[src/rtl/uart_rx18.sv]
// uart_rx18: receiver for the 18-channel 6-bit UART link (3 frames per word).
// Optional UART_RX_MAJORITY_EN: 2-of-3 majority sampling around mid-bit.
module uart_rx18 #(
    parameter int CLKS_PER_BIT = 20833,
    parameter int IDLE_BITS    = 4
) (
    input  logic        sys_clk,
    input  logic        sys_reset,
    input  logic        uart_rxd,
    output logic [17:0] data_out,
    output logic        data_valid,
    output logic        frame_err,
    output logic        rx_busy
);

    localparam int IDLE_LEN = IDLE_BITS * CLKS_PER_BIT;
    localparam int IW       = $clog2(IDLE_LEN) + 1;
    localparam logic [IW-1:0] IDLE_LIM = IW'(IDLE_LEN);

`ifdef UART_RX_MAJORITY_EN
    localparam int DLY = 1;
`else
    localparam int DLY = 0;
`endif

    // Start check lands on mid (or mid+1 with majority); later bits keep
    // the same offset because they are spaced a full bit apart.
    localparam logic [15:0] START_PT = 16'(CLKS_PER_BIT / 2 + DLY);
    localparam logic [15:0] BIT_PT   = 16'(CLKS_PER_BIT - 1);

    typedef enum logic [1:0] {
        S_IDLE,
        S_START,
        S_DATA,
        S_STOP
    } state_t;

    state_t          state_q;
    logic            sync1_q;
    logic            rxd_s_q;
    logic            rxd_p_q;
    logic [15:0]     clk_cnt_q;
    logic [2:0]      bit_idx_q;
    logic [1:0]      frame_idx_q;
    logic [5:0]      sh_q;
    logic [11:0]     grp_q;
    logic [IW-1:0]   idle_cnt_q;
    logic [IW-1:0]   idle_cnt_d;
    logic [17:0]     data_out_q;
    logic            data_valid_q;
    logic            frame_err_q;
    logic            fall;
    logic            samp;

    assign fall       = rxd_p_q & ~rxd_s_q;
    assign idle_cnt_d = (idle_cnt_q == IDLE_LIM) ? idle_cnt_q
                                                 : idle_cnt_q + IW'(1);

    // Two-flop synchroniser plus one delayed copy for edge detection
    always_ff @(posedge sys_clk or negedge sys_reset) begin
        if (!sys_reset) begin
            sync1_q <= 1'b1;
            rxd_s_q <= 1'b1;
            rxd_p_q <= 1'b1;
        end else begin
            sync1_q <= uart_rxd;
            rxd_s_q <= sync1_q;
            rxd_p_q <= rxd_s_q;
        end
    end

`ifdef UART_RX_MAJORITY_EN
    logic rxd_p2_q;

    // Extra history tap so mid-1, mid and mid+1 are all visible at mid+1
    always_ff @(posedge sys_clk or negedge sys_reset) begin
        if (!sys_reset) begin
            rxd_p2_q <= 1'b1;
        end else begin
            rxd_p2_q <= rxd_p_q;
        end
    end

    assign samp = (rxd_p2_q & rxd_p_q) |
                  (rxd_p_q & rxd_s_q) |
                  (rxd_p2_q & rxd_s_q);
`else
    assign samp = rxd_s_q;
`endif

    // Receive FSM: frame timing, word assembly and registered strobes
    always_ff @(posedge sys_clk or negedge sys_reset) begin
        if (!sys_reset) begin
            state_q      <= S_IDLE;
            clk_cnt_q    <= '0;
            bit_idx_q    <= '0;
            frame_idx_q  <= '0;
            sh_q         <= '0;
            grp_q        <= '0;
            idle_cnt_q   <= '0;
            data_out_q   <= '0;
            data_valid_q <= 1'b0;
            frame_err_q  <= 1'b0;
        end else begin
            data_valid_q <= 1'b0;
            frame_err_q  <= 1'b0;
            unique case (state_q)
                S_IDLE: begin
                    if (fall) begin
                        state_q    <= S_START;
                        clk_cnt_q  <= '0;
                        idle_cnt_q <= '0;
                    end else if (rxd_s_q) begin
                        idle_cnt_q <= idle_cnt_d;
                    end else begin
                        idle_cnt_q <= '0;
                    end
                    // A long idle gap drops a partly received group
                    if (idle_cnt_q == IDLE_LIM && frame_idx_q != 2'd0) begin
                        frame_idx_q <= '0;
                        grp_q       <= '0;
                        frame_err_q <= 1'b1;
                    end
                end
                S_START: begin
                    clk_cnt_q <= clk_cnt_q + 16'd1;
                    if (clk_cnt_q == START_PT) begin
                        if (samp) begin
                            state_q <= S_IDLE;
                        end else begin
                            state_q   <= S_DATA;
                            clk_cnt_q <= '0;
                            bit_idx_q <= '0;
                        end
                    end
                end
                S_DATA: begin
                    if (clk_cnt_q == BIT_PT) begin
                        clk_cnt_q <= '0;
                        sh_q      <= {samp, sh_q[5:1]};
                        if (bit_idx_q == 3'd5) begin
                            state_q <= S_STOP;
                        end else begin
                            bit_idx_q <= bit_idx_q + 3'd1;
                        end
                    end else begin
                        clk_cnt_q <= clk_cnt_q + 16'd1;
                    end
                end
                S_STOP: begin
                    if (clk_cnt_q == BIT_PT) begin
                        clk_cnt_q  <= '0;
                        state_q    <= S_IDLE;
                        idle_cnt_q <= '0;
                        if (samp) begin
                            unique case (frame_idx_q)
                                2'd0: begin
                                    grp_q[5:0]  <= sh_q;
                                    frame_idx_q <= 2'd1;
                                end
                                2'd1: begin
                                    grp_q[11:6] <= sh_q;
                                    frame_idx_q <= 2'd2;
                                end
                                default: begin
                                    data_out_q   <= {sh_q, grp_q};
                                    data_valid_q <= 1'b1;
                                    frame_idx_q  <= 2'd0;
                                end
                            endcase
                        end else begin
                            frame_err_q <= 1'b1;
                            frame_idx_q <= '0;
                            grp_q       <= '0;
                        end
                    end else begin
                        clk_cnt_q <= clk_cnt_q + 16'd1;
                    end
                end
                default: state_q <= S_IDLE;
            endcase
        end
    end

    assign data_out   = data_out_q;
    assign data_valid = data_valid_q;
    assign frame_err  = frame_err_q;
    assign rx_busy    = (state_q != S_IDLE);

endmodule
[config.mk]
export PLATFORM = sky130hd
export DESIGN_NAME = uart_rx18
export DESIGN_NICKNAME = d
export VERILOG_FILES = /design/src/rtl/uart_rx18.sv
export SDC_FILE = /design/constraint.sdc
export NUM_CORES = 1
export LEC_CHECK = 0
export ABC_AREA = 1
export BUFFER_PORTS_ARGS = -buffer_cell sky130_fd_sc_hd__buf_2
export CAP_MARGIN = 10
export CORE_MARGIN = 2
export CORE_UTILIZATION = 40
export CTS_CLUSTER_DIAMETER = 100
export CTS_CLUSTER_SIZE = 12
export DETAILED_ROUTE_END_ITERATION = 8
export PLACE_DENSITY_LB_ADDON = 0.05
export SYNTH_ARGS = -nofsm -noshare
export SYNTH_HDL_FRONTEND = slang
export SYNTH_SLANG_ARGS = --single-unit
[constraint.sdc]
create_clock -name sys_clk -period 4.4 [get_ports sys_clk]
set_input_delay 0.66 -clock sys_clk [delete_from_list [all_inputs] [get_ports sys_clk]]
set_output_delay 0.66 -clock sys_clk [all_outputs]
set_load 0.005 [all_outputs]
==> key figures <==
Placed design
  – Gpl congestion: about 0.85
  – IO Port Bufs: 23
  – Post-Place Cell Area: roughly 4600 um2
  – Placed cells: a little over 700
  – Dpl ws: 2.076 ns
  – Final HPWL DP: around 7 mm

Detailed routing
  – Top sig layer: met4
  – Met3 WL: ~280 um
  – Wire length per cell: around 13 um
  – Wire length on met1: 5.112 mm
  – 1st-iter DRT viols: about 170
  – DRT Wirelength: between 9 and 10 mm
  – Router iterations before antenna repair: 5
  – Vias: 3668
  – DR WL met2: between 4 and 5 mm
  – DRC: 0
  – Vias per inst: roughly 5
  – Antenna-violating nets left: 0

Synth
  – Post-synth design cell area: 4397 um2
  – Sequential share of the synthesized area: 0.4676
  – Yosys warning total: 0
  – Synth async-reset ratio: 1.000
  – Post-synth cell types: 35
  – Yosys top cell area share: 0.4496
  – Post-synth EDFFs: 0
  – Cell taking the most area after synthesis: dfrtp_1
  – Top FF cell, synth: dfrtp_1
  – Post-Syn Instances: about 570
  – Mapped Nets: 582
  – Yosys reg bits: 82
  – Avg Synthesized Cell Area: around 7.7 um2
  – Synth area leaders: dfrtp_1, nand2_1, nor2_1

Setup path
  – Worst Path Arrival: roughly 2.6 ns
  – Critical path's top delay family: buffers and inverters
  – Crit path max fanout: 18
  – Reg2reg end: clk_cnt_q[2]
  – CP endpoint kind: register
  – Critical Path Most Common Cell: nand2_1
  – Worst setup SP type: register
  – Worst r2r path cells: 7
  – Worst Path Buf+Inv: 1
  – Worst path depth: 7
  – CP peak stage delay: ~0.6 ns
  – Worst path slowest cell: clkinv_1
  – Critical path class: reg2reg
  – Worst-path cell chain: ha_1 > clkinv_1 > nand2_1 > nand2_1 > nand3_2 > nand2_2 > a21oi_1
  – Critical Path RT: approximately 4.7 ns
  – Worst r2r src: state_q[0]
  – Flop2flop setup slack: approximately 2.1 ns

Timing
  – Slew headroom: 0.2927
  – Setup ws final: 2.067 ns
  – Final Setup Violations: 0
  – Final hold vios: 0
  – Final min period: between 2 and 2.5 ns
  – RSZ-0062 raised after global routing: false
  – Max-slew violation count: 0
  – Clk_skew: between 0.007 and 0.008 ns
  – Period utilisation layout: 0.5303
  – Fin Hold WS: between 0.3 and 0.4 ns
  – Worst slew pin tran: around 1.1 ns
  – Total negative setup slack: 0 ns
  – Fmax: around 430 MHz

Pwr
  – Total power: just over 2 mW
  – Pwr Density: ~430 nW/um2
  – Peak supply drop: 0.2384 mV
  – Static Leak: around 2.3 nW

Cells and area
  – Fin nets: 601
  – Share of cells above drive strength 1: 0.1149
  – Non-Filler Instances: approximately 730
  – Layout Utilization: 0.4455
  – Area grow syn2layout: 9.363%
  – Most frequent cells in the layout: nand2_1, dfrtp_1, nor2_1
  – Commonest non-fill, non-tap cell in the layout: nand2_1
  – N_diodes: 0
  – Design Area, Final: about 4800 um2

Floorplan
  – Row cnt: 38
  – Initial Util: 0.4074
  – Chip Height: ~110 um
  – Core Area: 10790 um2
  – Die span in x: 108.8 um
  – Die area: 11850 um2
  – I/O pin cnt: 24

Clocking
  – Clock Sinks: 82
  – CTS tree: done
  – # Post-CTS Setup Buffers: 0
  – Worst-skew pair later-pin latency: around 0.37 ns
  – CTS-repair resized insts: 0
  – Root buf cell: clkbuf_8
  – Clock transition at path regs: approximately 0.090 ns
  – CTS Hold Bufs: 0
  – Clk buf depth: 2
  – H-tree Lvls: 3
  – Total CTS buffers: 9

Worst hold path
  – Hold depth: 0
  – Hold EP: rxd_s_q
  – Hold_sp: sync1_q
  – Worst hold path class: reg2reg

Global route
  – Vias in the first global route: approximately 3400
  – Global-route wire length before repair: 16.48 mm
  – Tot GR Track Use: 0.1781
  – Initial antenna violation count: 0
  – Largest net degree at the start of global routing: 83
  – GR Overflow Total: 0

Outcome
  – Outcome: finished, final reports clean

Flow run
  – Max_cap viols: 0
==> sequential cells by signal, summed over array words and instances, names as in the netlist, named ones only <==
signal	flops
grp_q	12
state_q	1
data_valid	1
bit_idx_q	3
rxd_s_q	1
data_out	18
sh_q	6
idle_cnt_q	18
rxd_p_q	1
sync1_q	1
frame_err	1
frame_idx_q	2
clk_cnt_q	16
==> layout make-up <==
type,count,area [um2]
Clock buffer,10,137.6
Tap cell,140,175.2
Multi-Input combinational cell,417,2044
Inverter,54,203.9
Fill cell,1106,5984
Clock inverter,6,73.82
Timing Repair Buffer,23,117.6
Sequential cell,82,2056
==> logic make-up after synthesis <==
logic type / Yosys count / synth area share
buffers and inverters: 69 / 0.06744
adder cells (fa/ha/maj): 11 / 0.03130
AND/OR/NAND/NOR: 334 / 0.3335
AO/OA/AOI/OAI: 61 / 0.07826
flip-flops: 82 / 0.4676
XOR/XNOR: 11 / 0.02191
==> per-layer routing <==
layer  vias up  global-route usage
met5         -                   0
met4         0             0.07784
met3        13             0.02331
met2        61              0.2625
met1      1701              0.2611
li1       1893                   -
==> where the power goes <==
group	internal [mW]	leakage (nW)	switching, mW
combinational	0.149	1.04	0.476
sequential	0.790	1.13	0.0482
clock	0.285	0.101	0.312
==> cell usage after synthesis, types with 2 or more instances <==
cell and n:
o21ai_2 7, xor2_1 10, nand2_1 181, nand4_1 33, dfrtp_1 79, a31oi_1 2
nor2_1 58, nand3_1 40, ha_1 11, dfstp_2 3, a21oi_1 12, clkbuf_1 3
nand2_2 4, inv_1 45, o22ai_1 3, nor3_1 9, or2_2 2, o21ai_1 21
inv_2 7, buf_6 3, buf_2 8, o21ai_0 14
==> worst max path at each step <==
stage / endpoint / start / slack [ns]
after floorplan: grp_q[0] / state_q[0] / 2.74
after global placement: clk_cnt_q[15] / rxd_s_q / 2.13
after detailed placement: clk_cnt_q[4] / state_q[0] / 2.08
after CTS: clk_cnt_q[2] / state_q[0] / 2.05
after global routing: register / rxd_s_q / 1.80
final: clk_cnt_q[2] / state_q[0] / 2.07
Power figures use the tool's default switching activity.
